<file path="src/rtl/button_pkg.sv">
// -----------------------------------------------------------------------------
// button_pkg
// Shared constants and width helpers for the push-button conditioning path.
// No ports; imported by debounce_channel and button_conditioner.
// -----------------------------------------------------------------------------
package button_pkg;

  localparam int CLK_HZ                  = 50000000;
  localparam int DEBOUNCE_CYCLES_DEFAULT = 500000;   // 10 ms at 50 MHz
  localparam int REPEAT_DELAY_DEFAULT    = 25000000; // 500 ms hold before first repeat
  localparam int REPEAT_PERIOD_DEFAULT   = 5000000;  // 100 ms between later repeats

  // Debounce counter width. Values run 0..n-1 and clear at the terminal
  // count, so $clog2(n) bits are enough. Never narrower than one bit.
  function automatic int cnt_width(input int n);
    return (n <= 2) ? 1 : $clog2(n);
  endfunction

  // Repeat counter width. Sized for the larger of the two reload targets.
  function automatic int rep_width(input int delay, input int period);
    int m;
    m = (delay > period) ? delay : period;
    return (m < 1) ? 1 : $clog2(m + 1);
  endfunction

endpackage

</file>
<file path="src/rtl/debounce_channel.sv">
// -----------------------------------------------------------------------------
// debounce_channel
// One button: two-flop synchroniser, counter debounce, registered level and
// one-cycle press / release pulses. Optional auto-repeat on press when the
// macro BUTTON_AUTO_REPEAT_EN is defined.
//
// Ports
//   clock      in   core clock, all state on the rising edge
//   reset      in   synchronous, active-high
//   btn_in     in   raw asynchronous button pin, active-high
//   level      out  debounced button state
//   press      out  one-cycle pulse on accepted 0->1 (and repeat pulses)
//   release_o  out  one-cycle pulse on accepted 1->0
//                   (named release_o because "release" is a reserved word)
// -----------------------------------------------------------------------------
module debounce_channel
  import button_pkg::*;
#(
  parameter int DEBOUNCE_CYCLES = DEBOUNCE_CYCLES_DEFAULT
`ifdef BUTTON_AUTO_REPEAT_EN
  ,
  parameter int REPEAT_DELAY    = REPEAT_DELAY_DEFAULT,
  parameter int REPEAT_PERIOD   = REPEAT_PERIOD_DEFAULT
`endif
) (
  input  logic clock,
  input  logic reset,
  input  logic btn_in,
  output logic level,
  output logic press,
  output logic release_o
);

  localparam int CW = cnt_width(DEBOUNCE_CYCLES);
  localparam logic [CW-1:0] CNT_LAST = CW'(DEBOUNCE_CYCLES - 1);

  logic          s1_q, s2_q;
  logic [CW-1:0] cnt_q, cnt_d;
  logic          level_q, level_d;
  logic          press_q, press_d;
  logic          release_q, release_d;
  logic          accept, rise, fall;
  logic          rep_fire;

  // Debounce: any sample of s2 that agrees with the current level clears the
  // counter, so a single bounce restarts the whole window.
  always_comb begin
    cnt_d   = cnt_q;
    level_d = level_q;
    accept  = 1'b0;
    if (s2_q == level_q) begin
      cnt_d = '0;
    end else if (cnt_q == CNT_LAST) begin
      level_d = s2_q;
      cnt_d   = '0;
      accept  = 1'b1;
    end else begin
      cnt_d = cnt_q + 1'b1;
    end
  end

  assign rise = accept &  s2_q;
  assign fall = accept & ~s2_q;

`ifdef BUTTON_AUTO_REPEAT_EN
  localparam int RW = rep_width(REPEAT_DELAY, REPEAT_PERIOD);
  localparam logic [RW-1:0] DELAY_LAST  = RW'(REPEAT_DELAY - 1);
  localparam logic [RW-1:0] PERIOD_LAST = RW'(REPEAT_PERIOD - 1);

  logic [RW-1:0] rep_cnt_q, rep_cnt_d;
  logic          rep_armed_q, rep_armed_d; // 1 once the first repeat has fired
  logic [RW-1:0] rep_target;

  assign rep_target = rep_armed_q ? PERIOD_LAST : DELAY_LAST;

  // A rise cannot coincide with a repeat (level is still low) and a fall
  // clears the counter without firing, so press and release never overlap.
  always_comb begin
    rep_cnt_d   = rep_cnt_q;
    rep_armed_d = rep_armed_q;
    rep_fire    = 1'b0;
    if (rise || fall || !level_q) begin
      rep_cnt_d   = '0;
      rep_armed_d = 1'b0;
    end else if (rep_cnt_q == rep_target) begin
      rep_fire    = 1'b1;
      rep_cnt_d   = '0;
      rep_armed_d = 1'b1;
    end else begin
      rep_cnt_d = rep_cnt_q + 1'b1;
    end
  end

  always_ff @(posedge clock) begin
    if (reset) begin
      rep_cnt_q   <= '0;
      rep_armed_q <= 1'b0;
    end else begin
      rep_cnt_q   <= rep_cnt_d;
      rep_armed_q <= rep_armed_d;
    end
  end
`else
  assign rep_fire = 1'b0;
`endif

  // Pulses are registered at the same edge that updates level, so each pulse
  // occupies the first cycle of the new level.
  always_comb begin
    press_d   = rise | rep_fire;
    release_d = fall;
  end

  always_ff @(posedge clock) begin
    if (reset) begin
      s1_q      <= 1'b0;
      s2_q      <= 1'b0;
      cnt_q     <= '0;
      level_q   <= 1'b0;
      press_q   <= 1'b0;
      release_q <= 1'b0;
    end else begin
      s1_q      <= btn_in;
      s2_q      <= s1_q;
      cnt_q     <= cnt_d;
      level_q   <= level_d;
      press_q   <= press_d;
      release_q <= release_d;
    end
  end

  assign level     = level_q;
  assign press     = press_q;
  assign release_o = release_q;

endmodule

</file>
<file path="src/rtl/button_conditioner.sv">
// -----------------------------------------------------------------------------
// button_conditioner
// Conditions the raw board push-buttons for the Pong core: one independent
// debounce_channel per button. Optional auto-repeat is built in when the
// macro BUTTON_AUTO_REPEAT_EN is defined; otherwise press fires once per
// accepted press and no repeat logic exists.
//
// Ports
//   clock      in   core clock (50 MHz), single domain
//   reset      in   synchronous, active-high
//   btn_in     in   [N_BUTTONS] raw asynchronous pins, active-high
//   level      out  [N_BUTTONS] debounced registered state
//   press      out  [N_BUTTONS] one-cycle pulse per accepted press (+ repeats)
//   release_o  out  [N_BUTTONS] one-cycle pulse per accepted release
//                   (named release_o because "release" is a reserved word)
// -----------------------------------------------------------------------------
module button_conditioner
  import button_pkg::*;
#(
  parameter int N_BUTTONS       = 4,
  parameter int DEBOUNCE_CYCLES = DEBOUNCE_CYCLES_DEFAULT,
  parameter int REPEAT_DELAY    = REPEAT_DELAY_DEFAULT,
  parameter int REPEAT_PERIOD   = REPEAT_PERIOD_DEFAULT
) (
  input  logic                 clock,
  input  logic                 reset,
  input  logic [N_BUTTONS-1:0] btn_in,
  output logic [N_BUTTONS-1:0] level,
  output logic [N_BUTTONS-1:0] press,
  output logic [N_BUTTONS-1:0] release_o
);

  // Reject illegal parameter sets at elaboration.
  if (DEBOUNCE_CYCLES < 2 || REPEAT_DELAY < 1 || REPEAT_PERIOD < 1) begin : g_bad_params
    $error("button_conditioner: illegal DEBOUNCE_CYCLES/REPEAT_DELAY/REPEAT_PERIOD");
  end

  for (genvar i = 0; i < N_BUTTONS; i++) begin : g_chan
    debounce_channel #(
      .DEBOUNCE_CYCLES (DEBOUNCE_CYCLES)
`ifdef BUTTON_AUTO_REPEAT_EN
      ,
      .REPEAT_DELAY    (REPEAT_DELAY),
      .REPEAT_PERIOD   (REPEAT_PERIOD)
`endif
    ) u_chan (
      .clock     (clock),
      .reset     (reset),
      .btn_in    (btn_in[i]),
      .level     (level[i]),
      .press     (press[i]),
      .release_o (release_o[i])
    );
  end

endmodule
</file>
<file path="config.mk">
export PLATFORM = sky130hd
export DESIGN_NAME = button_conditioner
export DESIGN_NICKNAME = d
export VERILOG_FILES = /design/src/rtl/button_pkg.sv /design/src/rtl/debounce_channel.sv /design/src/rtl/button_conditioner.sv
export SDC_FILE = /design/constraint.sdc
export NUM_CORES = 1
export LEC_CHECK = 0
export ABC_CLOCK_PERIOD_IN_PS = 2200
export BUFFER_PORTS_ARGS = -buffer_cell sky130_fd_sc_hd__buf_2
export CAP_MARGIN = 40
export CORE_MARGIN = 2
export CORE_UTILIZATION = 38
export CTS_CLUSTER_SIZE = 10
export DETAILED_ROUTE_END_ITERATION = 7
export MAX_ROUTING_LAYER = met4
export PLACE_DENSITY = 0.59
export SLEW_MARGIN = 10
export SYNTH_ARGS = -nofsm -noshare
export SYNTH_HDL_FRONTEND = slang
export SYNTH_SLANG_ARGS = --single-unit
</file>
<file path="constraint.sdc">
create_clock -name clock -period 2.2 [get_ports clock]
set_input_delay 0.22 -clock clock [delete_from_list [all_inputs] [get_ports clock]]
set_output_delay 0.22 -clock clock [all_outputs]
set_load 0.02 [all_outputs]
</file>
==> metrics.md, run 1 <==
| Metric | Value |
|---|---|
| Routability Congestion | 0.8276 |
| Vias | 3199 |
| Post-route ant nets | 0 |
| Crit Path Max Fanout | 17 |
| Hpwl dp | 5.318 mm |
| Post_cts resized | 0 |
| Vias/cell | 5.127 |
| Actual slew at the worst max-slew pin | 0.4192 ns |
| Postcts setup bufs | 0 |
| CTS tree | built |
| Commonest non-fill, non-tap cells in the layout | dfxtp_1, nor2_1, xor2_1 |
| Fmax | 487.1 MHz |
| CTS root buffer | clkbuf_8 |
| Routed wire length | 7.549 mm |
| Worst Setup Start Kind | flop |
| Most common cell after layout, fill and taps aside | dfxtp_1 |
| Max-slew headroom | 71.66% |
| Register cell area after layout | 0.001922 mm^2 |
| Sum Neg Setup Slack | 0 ns |
| Clk slew on worst S/H paths | 0.10 ns |
| Initial core utilization | 38.85% |
| H-tree Lvls | 3 |
| Mapped Area | 0.004212 mm^2 |
| GRT overflow | 0 |
| Port bufs | 17 |
| Syn Inst Count | 469 |
| P&R area growth vs syn | 8.942% |
| First-pass GRT wire length | 12.99 mm |
| Vias in the first global route | 2890 |
| Maximum VDD drop | 0.0003131 V |
| Routed WL per cell | 12.10 um |
| GR Util All Layers | 14.06% |
| Synth warn | 0 |
| Synth Area in Compound Gates | 8.200% |
| Drc violations | 0 |
| Status | completed |
| Share of synthesized cell area in full adder, half adder and majority cells | 1.188% |
| Fillers | 1097 |
| Static Leak | 1.445 nW |
| Crit. End Element | flop |
| Post-synthesis xor/xnor area fraction | 10.40% |
| Syn Nets | 479 |
| Final period util | 93.31% |
| Largest net degree at the start of global routing | 18 |
| Top cell type by total area after synthesis | dfxtp_1 |
| Worst EP arrival | 2.30 ns |
| Maxcap violations | 0 |
| Post-synthesis simple-gate area fraction | 29.86% |
| Pre-antenna DRT Iters | 5 |
| CTS sink cnt | 96 |
| Clock Skew | 0.007510 ns |
| Yosys cell types | 43 |
| Mean area per synthesized cell | 8.980 um^2 |
| Synth top area cells | dfxtp_1, xor2_1, nor2_1 |
| Die Y | 109.3 um |
| Share of cells above drive strength 1 | 9.711% |
| Max Slew Vio Count | 0 |
| Setup ws final | 0.1472 ns |
| Die width | 109.3 um |
| Ant diodes | 0 |
| Multi-input gate area | 0.002091 mm^2 |
| Sequential-to-total area share from yosys stat | 45.63% |
| CORE AREA | 0.01084 mm^2 |
| Mux cell area share after synthesis | 0% |
| Drt first-iter violations | 210 |
| I/O Pins | 18 |
| Power Total | 3.020 mW |
| PwrDens | 658.3 mW/mm^2 |
| Endpoints failing setup | 0 |
| Final critical-path required period | 2.053 ns |
| Worst skew pair latency | 0.36 ns |
| Critical Path RT | 2.44 ns |
| RSZ-0062 raised after global routing | false |
| Yosys top cell area share | 45.63% |
| Largest family of logic cells by synthesized area | simple AND/OR/NAND/NOR gates |
| Final Hold Viols | 0 |
| Tightest Hold Check Type | in -> reg |
| Yosys reg bits | 96 |
| Hold-fix buffers at CTS | 0 |
| Fin nets | 489 |
| FP Rows | 38 |
| CTS buffer count | 9 |
| Die ar. | 0.01194 mm^2 |
| Longest Clk Path Bufs | 2 |
| Initial antenna violation count | 0 |
| WS Path Type | reg -> reg |
| Pre-CTS setup slack | 0.1529 ns |
==> cell type report <==
cell class | instances | area share [%]
multi-input cells | 337 | 45.57
clock buffers | 13 | 3.681
inverters | 13 | 1.064
flip-flops and latches | 96 | 41.89
clock inverters | 3 | 1.036
repair buffers | 22 | 2.945
well taps | 140 | 3.818
==> per-stage QoR <==
step | utilization, % | hold slack, ns | cell area (um^2) | instances
4_1_cts | 42.32 | 0.04860 | 4588 | 624
5_1_grt | 42.32 | 0.06383 | 4588 | 624
3_3_place_gp | 40.33 | 0.4340 | 4372 | 608
2_1_floorplan | - | 0.2916 | 4212 | 469
3_5_place_dp | 40.33 | 0.4362 | 4372 | 608
6_report | 42.32 | 0.06674 | 4588 | 624
==> flip-flops by register name, summed over array words and instances, names as in the netlist <==
signal,cells
g_chan.u_chan.cnt_q,76
g_chan.u_chan.release_o,4
g_chan.u_chan.level,4
g_chan.u_chan.s1_q,4
g_chan.u_chan.s2_q,4
g_chan.u_chan.press,4
==> per-layer routing <==
metal | GRT usage, % | share of wire (%)
met1 | 18.33 | 51
met2 | 21.25 | 44
met3 | 2.929 | 2.8
met4 | 5.787 | 1.7
met5 | - | 0
==> where the power goes <==
| group | switching (mW) | internal, mW | leakage [nW] |
|---|---|---|---|
| registers | 0.00606 | 1.74 | 0.775 |
| clock network | 0.602 | 0.626 | 0.110 |
| logic | 0.0235 | 0.0177 | 0.560 |
| total | 0.632 | 2.39 | 1.45 |
==> cells in the mapped netlist (all sizes together) <==
| cell | number |
|---|---|
| or4 | 17 |
| inv | 13 |
| nor2 | 57 |
| o21a | 1 |
| nand4b | 1 |
| and2 | 3 |
| buf | 17 |
| and3 | 9 |
| o21ai | 15 |
| nor4 | 11 |
| o31ai | 11 |
| or2b | 1 |
| o21ba | 1 |
| nand2b | 3 |
| nor4b | 4 |
| and4 | 8 |
| or4bb | 1 |
| o21bai | 3 |
| nand4 | 19 |
| nor3 | 9 |
| or3 | 12 |
| nor3b | 1 |
| nor2b | 9 |
| a21oi | 25 |
| nand3 | 28 |
| or3b | 2 |
| and3b | 1 |
| ha | 4 |
| or2 | 1 |
| dfxtp | 96 |
| clkbuf | 6 |
| xor2 | 28 |
| nand2 | 27 |
| or4b | 2 |
| xnor2 | 22 |
| nand3b | 1 |
==> worst max-delay path: stages (launching register included) <==
cell	delay, ns
dfxtp_1	0.38
or4bb_1	0.53
or4_4	0.55
o21bai_4	0.36
nor2_1	0.10
==> cell families after synthesis <==
kind of cell | after synthesis
fa+ha+maj | 4
simple gates | 227
xor+xnor | 50
flops | 96
compound gates | 56
buf+inv | 36
==> path summary, 6_finish.rpt <==
path	start	end	slack (ns)	depth (start not counted)
worst max-delay path	g_chan[0].u_chan.cnt_q[8]	g_chan[0].u_chan.cnt_q[9]	0.15	4
worst min-delay path	btn_in[2]	g_chan[2].u_chan.s1_q	0.07	2
worst max register to register	g_chan[0].u_chan.cnt_q[8]	g_chan[0].u_chan.cnt_q[9]	0.15	4
worst min register to register	g_chan[2].u_chan.s1_q	g_chan[2].u_chan.s2_q	0.46	1
Power figures use the tool's default switching activity.
==> inputs of run 2 (changes only) <==
PLACE_DENSITY = not set   (was 0.59)
PLACE_DENSITY_LB_ADDON = 0.1   (was not set)
==> run 2 against run 1 <==
Compared with the run above: via count rose by 1.3%; highest routed layer unchanged; largest power group unchanged; largest cell class unchanged; worst setup slack gained 0.040 ns; utilization grew 0.32 points; sequential share of layout area decreased by 0.32 points; die area unchanged; clock power grew 4%.
==> metrics.md, run 2 (synthesis results as in run 1) <==
| Metric | Value |
|---|---|
| Tightest Hold Check Type | in -> reg |
| Fillers | 1091 (-0.55%) |
| Worst skew pair latency | 0.37 ns (about the same) |
| Static Leak | 1.459 nW (+0.93%) |
| Most common cell after layout, fill and taps aside | dfxtp_1 |
| Fin util | 42.65% (+0.32 points) |
| Slowest-stage cell, CP | or4_1 |
| Vias | 3241 (+1.3%) |
| CTS root buffer | clkbuf_8 |
| Postcts setup bufs | 0 (unchanged) |
| Endpoints failing setup | 0 (unchanged) |
| Vias/cell | 5.161 (+0.67%) |
| Ant diodes | 0 (unchanged) |
| Fmax | 496.8 MHz (+2.0%) |
| Die width | 109.3 um (unchanged) |
| Crit. End Element | flop |
| Fin nets | 493 (+0.82%) |
| Share of cells above drive strength 1 | 10.45% (+0.74 points) |
| Die ar. | 0.01194 mm^2 (unchanged) |
| Sum Neg Setup Slack | 0 ns (unchanged) |
| Top layer in use | met4 |
| Cell breakdown of the critical path | or4b_1 > or4_1 > o21bai_4 > buf_12 > a21oi_1 |
| Vias in the first global route | 3091 (+7.0%) |
| CORE AREA | 0.01084 mm^2 (unchanged) |
| Initial antenna violation count | 0 (unchanged) |
| First-pass GRT wire length | 13.91 mm (+7.1%) |
| Worst EP arrival | 2.26 ns (-0.04 ns) |
| H-tree Lvls | 3 (unchanged) |
| Worst Setup Start Kind | flop |
| GRT overflow | 0 (unchanged) |
| Clk slew on worst S/H paths | 0.09 ns (about the same) |
| GR Util All Layers | 15.12% (+1.1 points) |
| Post-route ant nets | 0 (unchanged) |
| Number of flip-flops under the largest register name | 76 (unchanged) |
| Max-slew headroom | 70.01% (-1.7 points) |
| Met3 Wirelength | 288 um (+36%) |
| Hold Path Cell Cnt | 2 (unchanged) |
| Clock Skew | 0.009344 ns (+0.001834 ns) |
| Status | completed |
| Die Y | 109.3 um (unchanged) |
| PwrDens | 664.6 mW/mm^2 (+0.95%) |
| CTS tree | built |
| Routed WL per cell | 12.55 um (+3.7%) |
| Routability Congestion | 0.8195 (-0.98%) |
| Drc violations | 0 (unchanged) |
| Port bufs | 17 (unchanged) |
| Final critical-path required period | 2.013 ns (-0.04011 ns) |
| FP Rows | 38 (unchanged) |
| Largest net degree at the start of global routing | 18 (unchanged) |
| Maximum VDD drop | 0.0003127 V (-0.11%) |
| Routed wire length | 7.879 mm (+4.4%) |
| Met2 WL | 3.533 mm (+6.1%) |
| Crit Path Max Fanout | 16 (-1) |
| CTS sink cnt | 96 (unchanged) |
| Hpwl dp | 5.626 mm (+5.8%) |
| Post_cts resized | 0 (unchanged) |
| Metal-1 WL | 3.949 mm (+1.8%) |
| Final period util | 91.49% (-1.8 points) |
| Commonest non-fill, non-tap cells in the layout | dfxtp_1, nor2_1, xor2_1 |
| Pre-antenna DRT Iters | 4 (-1) |
| Worst R2R Path Depth | 5 (+1) |
| Actual slew at the worst max-slew pin | 0.4436 ns (+0.02441 ns) |
| Max Slew Vio Count | 0 (unchanged) |
| Drt first-iter violations | 172 (-18%) |
| I/O Pins | 18 (unchanged) |
| P&R area growth vs syn | 9.774% |
| Biggest register | g_chan.u_chan.cnt_q |
| Maxcap violations | 0 (unchanged) |
| Initial core utilization | 38.85% (unchanged) |
| Longest Clk Path Bufs | 2 (unchanged) |
| RSZ-0062 raised after global routing | false |
| CP peak stage delay | 0.60 ns (+0.05 ns) |
| CTS buffer count | 9 (unchanged) |
| Final Hold Viols | 0 (unchanged) |
| Critical Path RT | 2.45 ns (about the same) |
| Hold-fix buffers at CTS | 0 (unchanged) |
| WS Path Type | reg -> reg |
## run 2: cell types whose count changed in the layout (fill, tap and decap cells not counted)
cell and change:
inv_6 -1, bufinv_16 +1, clkinv_4 -1, clkinv_2 +1, clkinvlp_4 +2, buf_4 +4, clkbuf_8 -2
## run 2: layer usage
layer / vias up / global-route usage, %
li1: 1687 / -
met1: 1492 / 18.53
met2: 53 / 23.56
met3: 9 / 4.662
met4: 0 / 5.335
met5: - / -
## run 2: area by class of cell
cell class | count | area (um^2) | area share (%)
Timing Repair Buffer | 26 | 165.2 | 3.572
Inverter | 13 | 48.80 | 1.055
Tap cell | 140 | 175.2 | 3.789
Multi-Input combinational cell | 337 | 2091 | 45.22
Sequential cell | 96 | 1922 | 41.57
Clock buffer | 11 | 141.4 | 3.058
Clock inverter | 5 | 80.08 | 1.732
## run 2: where the power goes
group	total [mW]	switching (mW)	internal (mW)
logic	0.0434	0.0244	0.0190
registers	1.75	0.00677	1.74
clock network	1.28	0.608	0.670
## run 2: path summary, 6_finish.rpt
| path | start | to | slack, ns |
|---|---|---|---|
| setup / recovery | g_chan[3].u_chan.cnt_q[11] | g_chan[3].u_chan.cnt_q[18] | 0.19 |
| hold / removal | btn_in[0] | g_chan[0].u_chan.s1_q | 0.06 |
| setup reg to reg | g_chan[3].u_chan.cnt_q[11] | g_chan[3].u_chan.cnt_q[18] | 0.19 |
| hold reg to reg | g_chan[2].u_chan.s1_q | g_chan[2].u_chan.s2_q | 0.44 |
## run 2: through the flow
step | total power [mW] | instances | instance area, um^2 | setup slack, ns | hold WS, ns
after floorplan | 1.817 | 469 | 4212 | 0.2691 | 0.2916
after global placement | 1.837 | 612 | 4402 | 0.2208 | 0.4229
after detailed placement | 1.837 | 612 | 4402 | 0.1722 | 0.4271
after CTS | 3.142 | 628 | 4623 | 0.1726 | 0.03396
after global routing | 3.224 | 628 | 4623 | 0.07809 | 0.05101
final | 3.072 | 628 | 4623 | 0.1873 | 0.06085
## run 2: worst max-delay path, delay by kind of cell, from the launching register on
kind,cells,cell delay [ns]
buffers and inverters,1,0.16
AOI/OAI and AO/OA,2,0.25
DFF,1,0.36
and+or+nand+nor,2,1.13
